File: config.mk
export PLATFORM = sky130hd
export DESIGN_NAME = segment_frame_driver
export DESIGN_NICKNAME = d
export VERILOG_FILES = /design/src/rtl/segment_frame_driver_pkg.sv /design/src/rtl/segment_frame_driver_font.sv /design/src/rtl/segment_frame_driver.sv
export SDC_FILE = /design/constraint.sdc
export NUM_CORES = 1
export LEC_CHECK = 0
export CORE_ASPECT_RATIO = 1.4
export CORE_MARGIN = 3
export CORE_UTILIZATION = 45
export CTS_CLUSTER_DIAMETER = 120
export DETAILED_ROUTE_END_ITERATION = 16
export DONT_BUFFER_PORTS = 1
export SETUP_SLACK_MARGIN = 0.3
export SLEW_MARGIN = 40
export SYNTH_ARGS = -nofsm -noshare
export SYNTH_HDL_FRONTEND = slang
export SYNTH_SLANG_ARGS = --single-unit
export TNS_END_PERCENT = 30
File: constraint.sdc
create_clock -name clock_i -period 3.2 [get_ports clock_i]
set_input_delay 0.64 -clock clock_i [delete_from_list [all_inputs] [get_ports clock_i]]
set_output_delay 0.64 -clock clock_i [all_outputs]
set_load 0.03 [all_outputs]
File: src/rtl/segment_frame_driver_pkg.sv
// Shared constants for the seven-segment frame driver: font table and select codes.
package segment_frame_driver_pkg;

    localparam logic [3:0] SEL_FRAME_START = 4'b0111;
    localparam logic [3:0] SEL_OFF         = 4'b1111;
    localparam logic [6:0] SEG_BLANK       = 7'b0;

    // {g,f,e,d,c,b,a}; entry 15 first so FONT[n] is the glyph for nibble n
    localparam logic [15:0][6:0] FONT = {
        7'h71, 7'h79, 7'h5E, 7'h39, 7'h7C, 7'h77, 7'h6F, 7'h7F,
        7'h07, 7'h7D, 7'h6D, 7'h66, 7'h4F, 7'h5B, 7'h06, 7'h3F
    };

endpackage

File: src/rtl/segment_frame_driver_font.sv
// hex_segment_font: combinational nibble to seven-segment glyph lookup.
module hex_segment_font
    import segment_frame_driver_pkg::*;
(
    input  logic [3:0] nibble_i,
    output logic [6:0] seg_o
);

    assign seg_o = FONT[nibble_i];

endmodule

File: src/rtl/segment_frame_driver.sv
// Latches hex value/dots via ready/load, commits at frame start, drives aligned digit/segment outputs.
// Optional macro LEADING_ZERO_BLANK_EN blanks leading zero digits 3..1.
module segment_frame_driver
    import segment_frame_driver_pkg::*;
(
    input  logic        clock_i,
    input  logic        reset_i,
    input  logic [3:0]  select_i,
    input  logic [15:0] value_i,
    input  logic [3:0]  dots_i,
    input  logic        load_i,
    output logic        ready_o,
    output logic [3:0]  digit_n_o,
    output logic [6:0]  segments_o,
    output logic        dp_o
);

    logic [3:0]  prev_sel_q;
    logic        ready_q, ready_d;
    logic [15:0] pend_val_q, pend_val_d, disp_val_q, disp_val_d;
    logic [3:0]  pend_dots_q, pend_dots_d, disp_dots_q, disp_dots_d;
    logic [3:0]  digit_n_q, digit_n_d;
    logic [6:0]  seg_q, seg_d;
    logic        dp_q, dp_d;

    logic        frame_start, accept;
    logic        sel_valid, blank;
    logic [1:0]  idx;
    logic [3:0]  nibble;
    logic [6:0]  font_seg;

    assign frame_start = (select_i == SEL_FRAME_START) && (prev_sel_q != SEL_FRAME_START);
    assign accept      = load_i && ready_q;

    always_comb begin
        ready_d     = ready_q;
        pend_val_d  = pend_val_q;
        pend_dots_d = pend_dots_q;
        disp_val_d  = disp_val_q;
        disp_dots_d = disp_dots_q;
        if (accept && frame_start) begin
            disp_val_d  = value_i;
            disp_dots_d = dots_i;
        end else if (accept) begin
            pend_val_d  = value_i;
            pend_dots_d = dots_i;
            ready_d     = 1'b0;
        end else if (frame_start && !ready_q) begin
            disp_val_d  = pend_val_q;
            disp_dots_d = pend_dots_q;
            ready_d     = 1'b1;
        end
    end

    always_comb begin
        sel_valid = 1'b1;
        idx       = 2'd0;
        case (select_i)
            4'b0111: idx = 2'd3;
            4'b1011: idx = 2'd2;
            4'b1101: idx = 2'd1;
            4'b1110: idx = 2'd0;
            default: sel_valid = 1'b0;
        endcase
    end

    // Look up from the next display value so the committing frame's first digit is already new
    assign nibble = disp_val_d[{idx, 2'b00} +: 4];

    hex_segment_font u_font (
        .nibble_i (nibble),
        .seg_o    (font_seg)
    );

`ifdef LEADING_ZERO_BLANK_EN
    assign blank = (idx != 2'd0) && ((disp_val_d >> {idx, 2'b00}) == 16'h0000);
`else
    assign blank = 1'b0;
`endif

    always_comb begin
        digit_n_d = SEL_OFF;
        seg_d     = SEG_BLANK;
        dp_d      = 1'b0;
        if (sel_valid) begin
            digit_n_d = select_i;
            seg_d     = blank ? SEG_BLANK : font_seg;
            dp_d      = disp_dots_d[idx];
        end
    end

    always_ff @(posedge clock_i or posedge reset_i) begin
        if (reset_i) begin
            prev_sel_q  <= SEL_OFF;
            ready_q     <= 1'b1;
            pend_val_q  <= '0;
            pend_dots_q <= '0;
            disp_val_q  <= '0;
            disp_dots_q <= '0;
            digit_n_q   <= SEL_OFF;
            seg_q       <= SEG_BLANK;
            dp_q        <= 1'b0;
        end else begin
            prev_sel_q  <= select_i;
            ready_q     <= ready_d;
            pend_val_q  <= pend_val_d;
            pend_dots_q <= pend_dots_d;
            disp_val_q  <= disp_val_d;
            disp_dots_q <= disp_dots_d;
            digit_n_q   <= digit_n_d;
            seg_q       <= seg_d;
            dp_q        <= dp_d;
        end
    end

    assign ready_o    = ready_q;
    assign digit_n_o  = digit_n_q;
    assign segments_o = seg_q;
    assign dp_o       = dp_q;

endmodule

==> qor.txt, run 1 <==
status = complete, no violations
fmax = 372.7 MHz
Final Cycle Share = 83.86%
root buf cell = clkbuf_8
total CTS buffers = 9
Tot GR Track Use = 19.12%
Ys Warns = 0
setup slack after layout = 0.5166 ns
synthesized area = 0.003017 mm2
Critical Path Fanout Max = 19
fin. max-slew vios = 0
Layout Skew = 0.009110 ns
cell family with most CP delay = simple AND/OR/NAND/NOR gates
# diodes = 0
crit end category = flip-flop
post-route ant nets = 0
gp weighted congestion = 0.8290
vias in the first global route = 2139
RSZ-0062 raised after global routing = false
Pre-antenna DRT Iters = 7
slowest cell on the critical path = dfstp_2
Synth async-reset ratio = 100.0%
Lkg Pwr = 1.303 nW
Top Layer Used = met4
Mapped Nets = 296
I/O pin count = 40
Synth Area per Inst = 11.47 um2
type of origin of the critical path = flip-flop
drc violations = 0
Worst EP arrival = 2.91 ns
Peak VDD IR = 0.2815 mV
min cycle time layout = 2.683 ns
per-cell routed wire length = 19.46 um
most common cell after layout, fill and taps aside = dfrtp_1
worst rel slew slack = 56.06%
number of synthesized flops with an enable pin = 0
required time worst endpoint = 3.43 ns
crit-path max cell delay = 0.52 ns
PD cells = 731.0 mW/mm2
CTS sink count = 57
routed wl met3 = 381 um
vias per cell = 6.261
Cell Chain, Critical Path = and4b_2, o21ai_0, nand4_1, nor3_1, or3_4, ha_1, mux2_2, a211oi_1
footprint of the multi-input gates = 0.001410 mm2
nets@finish = 297
Yosys top cell by area = dfrtp_1
Port Buffers = 0
fin util = 51.40%
top post-synthesis cells by area = dfrtp_1 40%, dfstp_2 7.8%, mux2_2 7.8%
commonest cells after routing, fill and taps aside = 48 x dfrtp_1, 22 x nand4_1, 21 x mux2_2, 17 x nand4b_1, 16 x nand2_1
post-DP HPWL = 4418 um
Mapped Cells = 263
drt total wl = 6636 um
Synth Register Bits = 57
first-pass GRT wire length = 11000 um
Hold Vio Cnt, Final = 0
CTS H-tree depth = 3
row count = 34
worst-margin pin slew = 0.6577 ns
initial DRC count = 146
layout cells sized above 1 = 27.51%
maximum root-to-sink buffer count = 2
hold crit path type = in2async
sequential fraction of the synthesis area = 47.66%
later-pin clock latency in the skew report = 0.34 ns
Max Cap Violations = 0
die width = 75.20 um
clk slew on worst S/H paths = 0.07 ns
Worst Path Buf+Inv = 0
met1 WL = 2844 um
met2 routed WL = 3330 um
routed vias = 2135
largest net degree at the start of global routing = 58
Crit Path Category = reg2reg
Setup violations, final = 0
Die ar. = 0.007736 mm2
ys flop type = dfrtp_1
Synth top area share = 39.82%
area grow syn2layout = 8.005%
Synth cell types = 52
CORE AREA = 0.006339 mm2
total design power = 2.382 mW
Starting Density = 47.59%
initial antenna violation count = 0
register area = 0.001438 mm2
Post-Place Setup Slack = 0.2371 ns
setup TNS = 0 ns
die height = 102.9 um
fill cell count = 564
total gr overflow = 0
CTS tree = built
==> power by group <==
group	total [mW]	leakage, nW	internal [mW]	switching, mW
registers	1.10	0.686	0.941	0.159
clock network	0.625	0.0910	0.346	0.279
logic	0.656	0.526	0.309	0.347
==> layer usage <==
metal,global-route usage (%),vias up
li1,-,1007
met1,23.26,1051
met2,31.74,71
met3,6.146,6
met4,6.326,0
met5,0,-
==> stage by stage <==
step,instance area (um2),hold WS [ns],std cells
6_report,3258,0.2422,341
5_1_grt,3258,0.2497,341
4_1_cts,3253,0.2372,341
3_5_place_dp,3072,0.4873,325
3_3_place_gp,3067,0.4782,325
2_1_floorplan,3017,0.4663,263
==> path summary, 6_finish.rpt <==
check / cells past startpoint / endpoint / slack, ns / start
worst min-delay path: 2 / segments_o[5] / 0.24 / reset_i
worst min register to register: 2 / disp_val_q[6] / 0.50 / disp_val_q[6]
max in group asynchronous: 2 / digit_n_o[2] / 2.66 / reset_i
worst max register to register: 8 / segments_o[4] / 0.52 / prev_sel_q[1]
worst max-delay path: 8 / segments_o[4] / 0.52 / prev_sel_q[1]
min in group clock_i: 0 / prev_sel_q[2] / 0.30 / select_i[2]
==> cell usage after synthesis (4+ instances only) <==
cell type,n
clkbuf_1,6
buf_6,5
ha_1,6
nand4_1,22
a211oi_1,4
nand4b_1,17
inv_1,7
buf_2,6
mux2_2,21
dfstp_2,9
nor2_1,6
nand2_1,16
o22ai_1,8
mux2i_1,6
dfrtp_1,48
a21oi_1,6
nand3_1,5
o21ai_0,14
==> cell families after synthesis <==
group	share of synthesized area [%]
flops	47.66
compound gates	14.48
simple gates	19.20
mux	9.830
xor+xnor	0.2904
fa+ha+maj	2.489
buf+inv	6.056
==> sequential cells by signal (all words and copies together), names as in the netlist, 4 cells and up <==
| register | count |
|---|---|
| digit_n_o | 4 |
| disp_dots_q | 4 |
| disp_val_q | 16 |
| pend_dots_q | 4 |
| pend_val_q | 16 |
| prev_sel_q | 4 |
| segments_o | 7 |
==> timing repair <==
item	4_1_cts	5_1_grt
endpoints found under the setup margin	4	5
endpoints found under the hold margin	0	0
setup buffers	0	0
gates resized for setup	1	2
hold buffers	0	0
==> cell type report <==
type	count	share of cell area, %
multi-input combinational	177	43.28
inverter	8	0.9985
tap	72	2.765
sequential	57	44.12
clock buffer	16	5.530
timing repair buffer	11	3.303
No activity file was read; power rests on OpenSTA's default activity.
==> run 2, diff against run 1 <==
clock period = 2.35 ns   (was 3.2 ns; I/O delays follow)
==> qor.txt, run 2 (same netlist as run 1, synthesis figures left out) <==
root buf cell = clkbuf_8
CTS sink count = 57 (unchanged)
RSZ-0062 raised after global routing = true
area grow syn2layout = 35.84%
Critical Path Fanout Max = 8 (-11)
vias per cell = 5.995 (-4.2%)
per-cell routed wire length = 19.81 um (+1.8%)
initial DRC count = 97 (-34%)
CORE AREA = 0.006339 mm2 (unchanged)
gp weighted congestion = 0.8266 (-0.29%)
PD cells = 1001 mW/mm2 (+37%)
placed cell areas = 0.003475 mm2 (+13%)
setup slack after layout = -0.1587 ns (-0.6752 ns)
Design Area, Final = 0.004098 mm2 (+26%)
Layout Skew = 0.008860 ns (-0.0002500 ns)
crit-path max cell delay = 0.53 ns (about the same)
Non-Filler Instances = 398 (+17%)
Worst EP arrival = 2.74 ns (-0.17 ns)
fin. max-slew vios = 0 (unchanged)
crit end category = flip-flop
type of origin of the critical path = flip-flop
total gr overflow = 0 (unchanged)
I/O pin count = 40 (unchanged)
Lkg Pwr = 1.689 nW (+30%)
total CTS buffers = 9 (unchanged)
setup TNS = -0.7957 ns (-0.7957 ns)
CTS H-tree depth = 3 (unchanged)
slowest cell on the critical path = dfstp_2
Tot GR Track Use = 21.65% (+2.5 points)
post-DP HPWL = 5105 um (+16%)
Setup violations, final = 7 (+7)
required time worst endpoint = 2.58 ns (-0.85 ns)
Cell Chain, Critical Path = nand4b_1, buf_6, buf_12, buf_4, nand4b_1, a41oi_2, a2111oi_4, buf_4, xor2_1, o221a_2, nor2_2
Max Cap Violations = 0 (unchanged)
vias in the first global route = 2481 (+16%)
initial antenna violation count = 0 (unchanged)
Die ar. = 0.007736 mm2 (unchanged)
post-route ant nets = 0 (unchanged)
routed vias = 2386 (+12%)
largest net degree at the start of global routing = 31 (-47%)
worst rel slew slack = 63.88% (+7.8 points)
maximum root-to-sink buffer count = 2 (unchanged)
cell family with most CP delay = compound AO/OA/AOI/OAI gates
first-pass GRT wire length = 12340 um (+12%)
worst-margin pin slew = 0.5410 ns (-0.1168 ns)
Starting Density = 47.59% (unchanged)
Final Cycle Share = 106.8% (+23 points)
Hold Vio Cnt, Final = 0 (unchanged)
die height = 102.9 um (unchanged)
later-pin clock latency in the skew report = 0.34 ns (about the same)
hold crit path type = in2async
commonest cells after routing, fill and taps aside = 48 x dfrtp_1, 47 x buf_4, 22 x nand4_1, 20 x mux2_2, 17 x nand4b_1
Pre-antenna DRT Iters = 5 (-2)
die width = 75.20 um (unchanged)
# diodes = 0 (unchanged)
fmax = 398.6 MHz (+7.0%)
row count = 34 (unchanged)
Crit Path Category = reg2reg
drc violations = 0 (unchanged)
Worst Path Buf+Inv = 4 (+4)
clk slew on worst S/H paths = 0.07 ns (about the same)
CTS tree = built
layout cells sized above 1 = 51.23% (+24 points)
Inst Count DP = 365 (+12%)
Port Buffers = 0 (unchanged)
Post-Place Setup Slack = -0.2537 ns (-0.4907 ns)
most common cell after layout, fill and taps aside = dfrtp_1
min cycle time layout = 2.509 ns (-0.1748 ns)
Peak VDD IR = 0.6718 mV (+140%)
drt total wl = 7886 um (+19%)
status = finished with violations
Post-CTS Hold Buffers = 0 (unchanged)
fin util = 64.65% (+13 points)
failing checks = setup timing
nets@finish = 354 (+19%)
## run 2: cell count changes in the layout (fill, tap and decap cells not counted), moves of 5 or more
cell | previous run | this run
buf_4 | 9 | 47
buf_6 | 0 | 10
o21ai_0 | 14 | 7
buf_12 | 2 | 8
o21ai_1 | 2 | 8
ha_1 | 6 | 1
## run 2: final cells by class
cell class                      instances  area, um2
Clock buffer                           10      137.6
Clock inverter                          6      105.1
Sequential cell                        57       1438
Tap cell                               72      90.09
Multi-Input combinational cell        177       1599
Fill cell                             478       2241
Timing Repair Buffer                   68      693.2
Inverter                                8      35.03
## run 2: where the power goes
group,leakage (nW),total [mW],internal [mW],switching (mW)
logic,0.877,1.45,0.808,0.639
registers,0.686,1.51,1.28,0.233
clock network,0.126,1.14,0.727,0.414
## run 2: worst paths after layout
check	cells after the start	startpoint	slack [ns]	to
worst max-delay path	11	prev_sel_q[2]	-0.16	segments_o[0]
max in group asynchronous	2	reset_i	1.63	disp_dots_q[1]
worst min-delay path	1	reset_i	0.05	disp_val_q[9]
min in group clock_i	0	select_i[2]	0.13	prev_sel_q[2]
worst min register to register	1	pend_val_q[0]	0.51	pend_val_q[0]
worst max register to register	11	prev_sel_q[2]	-0.16	segments_o[0]
## run 2: repair_timing
item                       CTS  global route
pin swaps                   15            15
setup endpoints to repair   27            27
gates cloned                 1             1
buffers inserted             6             9
gates resized for setup     24            27
## run 2: routing by layer
metal,wire length (um),up-vias,track usage (%)
li1,-,1116,-
met5,0,-,0
met1,3279,1200,25.97
met3,378,18,6.049
met4,220,0,9.556
met2,4008,52,35.84
## run 2: stage by stage
stage | total power, mW | hold WS [ns]
floorplan | 2.291 | 0.4663
global placement | 2.619 | 0.4260
detailed placement | 2.651 | 0.4216
CTS | 3.923 | 0.04809
global route | 4.335 | 0.06658
finish | 4.102 | 0.04578
==> run 3, diff against run 2 <==
CORE_UTILIZATION = 57   (was 45)
PLACE_DENSITY = 0.75   (was not set)
==> qor.txt, run 3 (same netlist as run 1, synthesis figures left out) <==
fin. max-slew vios = 0 (unchanged)
Starting Density = 60.43% (+13 points)
Layout Skew = 0.009065 ns (+0.0002048 ns)
die width = 67.49 um (-10%)
most common cell after layout, fill and taps aside = dfrtp_1
initial DRC count = 130 (+34%)
nets@finish = 335 (-5.4%)
reg2reg end = segments_o[4]
Tot GR Track Use = 26.42% (+4.8 points)
crit path to = segments_o[4]
origin of the critical flop-to-flop path = prev_sel_q[1]
Hold Vio Cnt, Final = 0 (unchanged)
per-cell routed wire length = 20.10 um (+1.4%)
drt total wl = 7456 um (-5.5%)
vias in the first global route = 2472 (-0.36%)
clk slew on worst S/H paths = 0.07 ns (about the same)
Critical Path Fanout Max = 20 (+12)
required time worst endpoint = 2.60 ns (+0.02 ns)
largest net degree at the start of global routing = 32 (+3.2%)
post-route ant nets = 0 (unchanged)
die height = 92.08 um (-10%)
failing checks = setup timing
CP startpoint = prev_sel_q[1]
routed vias = 2361 (-1.0%)
fill cell count = 301 (-37%)
placed cell areas = 0.003412 mm2 (-1.8%)
Lkg Pwr = 1.569 nW (-7.1%)
gp weighted congestion = 0.8055 (-2.6%)
reg-to-reg slack, setup = -0.19 ns (-0.03 ns)
Worst EP arrival = 2.79 ns (+0.05 ns)
worst reg-to-reg path cell count = 11 (unchanged)
commonest cells after routing, fill and taps aside = 48 x dfrtp_1, 41 x buf_4, 22 x nand4_1, 17 x nand4b_1, 16 x nand2_1
min cycle time layout = 2.535 ns (+0.02664 ns)
initial antenna violation count = 0 (unchanged)
status = finished with violations
Die ar. = 0.006214 mm2 (-20%)
Pre-antenna DRT Iters = 4 (-1)
Peak VDD IR = 0.5446 mV (-19%)
CTS tree = built
Post-CTS Hold Buffers = 0 (unchanged)
worst-margin pin slew = 0.5924 ns (+0.05147 ns)
Port Buffers = 0 (unchanged)
PD cells = 995.6 mW/mm2 (-0.54%)
CORE AREA = 0.004992 mm2 (-21%)
I/O pin count = 40 (unchanged)
total gr overflow = 0 (unchanged)
worst rel slew slack = 60.45% (-3.4 points)
row count = 30 (-12%)
total CTS buffers = 9 (unchanged)
post-DP HPWL = 4940 um (-3.2%)
CTS sink count = 57 (unchanged)
Max Cap Violations = 0 (unchanged)
RSZ-0062 raised after global routing = true
vias per cell = 6.364 (+6.2%)
first-pass GRT wire length = 12340 um (about the same)
root buf cell = clkbuf_8
Setup violations, final = 7 (unchanged)
fmax = 394.4 MHz (-1.1%)
later-pin clock latency in the skew report = 0.34 ns (about the same)
# diodes = 0 (unchanged)
Crit Path Category = reg2reg
area grow syn2layout = 24.31%
total design power = 3.733 mW (-9.0%)
crit end category = flip-flop
Design Area, Final = 0.003750 mm2 (-8.5%)
type of origin of the critical path = flip-flop
setup slack after layout = -0.1853 ns (-0.02664 ns)
hold crit path type = in2async
Final Cycle Share = 107.9% (+1.1 points)
CTS H-tree depth = 3 (unchanged)
maximum root-to-sink buffer count = 2 (unchanged)
drc violations = 0 (unchanged)
layout cells sized above 1 = 42.35% (-8.9 points)
==> run 3: cell types whose count changed in the layout (fill, tap and decap cells not counted), sizes merged <==
cell    delta
bufinv     -2
clkbuf     +2
clkinv     -1
buf       -18
==> run 3: layout make-up <==
type	count	area, um2	area share, %
Timing Repair Buffer	49	459.2	12.25
Inverter	8	35.03	0.9343
Tap cell	64	80.08	2.135
Clock inverter	3	40.04	1.068
Clock buffer	13	158.9	4.238
Sequential cell	57	1438	38.34
Multi-Input combinational cell	177	1539	41.04
==> run 3: through the flow <==
step	worst slack [ns]	util (%)	TNS, ns	hold WS (ns)	std cells
floorplan	-0.2012	-	-1.072	0.4663	263
global placement	-0.2232	68.35	-1.206	0.4450	350
detailed placement	-0.3001	68.35	-1.541	0.4449	350
CTS	-0.1783	73.76	-0.8815	0.08447	369
global route	-0.3221	75.11	-1.714	0.09421	371
finish	-0.1853	75.11	-0.7688	0.07688	371
==> run 3: metal layers <==
metal,global-route usage (%),part of all wire (%),vias up
li1,-,-,1078
met1,32.72,41,1197
met2,43.38,52,71
met3,6.740,4.5,15
met4,9.475,2.0,0
met5,0,0,-
==> run 3: worst min path at each step <==
| stage | from | end | slack (ns) | depth (start not counted) |
|---|---|---|---|---|
| detailed placement | reset_i | dp_o | 0.44 | 1 |
| global placement | reset_i | disp_dots_q[3] | 0.44 | 1 |
| finish | reset_i | disp_dots_q[3] | 0.08 | 1 |
| global route | reset_i | disp_dots_q[0] | 0.09 | 1 |
| floorplan | disp_val_q[6] | disp_val_q[6] | 0.47 | 2 |
| CTS | reset_i | disp_dots_q[0] | 0.08 | 1 |
==> run 3: what timing repair did <==
| action | 4_1_cts | 5_1_grt |
|---|---|---|
| setup buffers | 3 | 2 |
| pin swaps | 5 | 6 |
| setup endpoints to repair | 27 | 27 |
| gates resized for setup | 15 | 17 |
==> run 3: report_power, final <==
group	switching, mW	internal (mW)	total [mW]
registers	0.242	1.28	1.52
logic	0.588	0.701	1.29
clock network	0.376	0.544	0.920
total	1.21	2.53	3.73
==> run 3: critical path, stage by stage (launching register included) <==
cell      delay [ns]
dfstp_2         0.54
nand4b_1        0.16
buf_12          0.20
buf_12          0.14
nand4b_1        0.09
nand4_1         0.14
mux2i_1         0.22
mux2i_2         0.14
buf_4           0.17
ha_4            0.17
mux2_2          0.27
a211oi_2        0.18
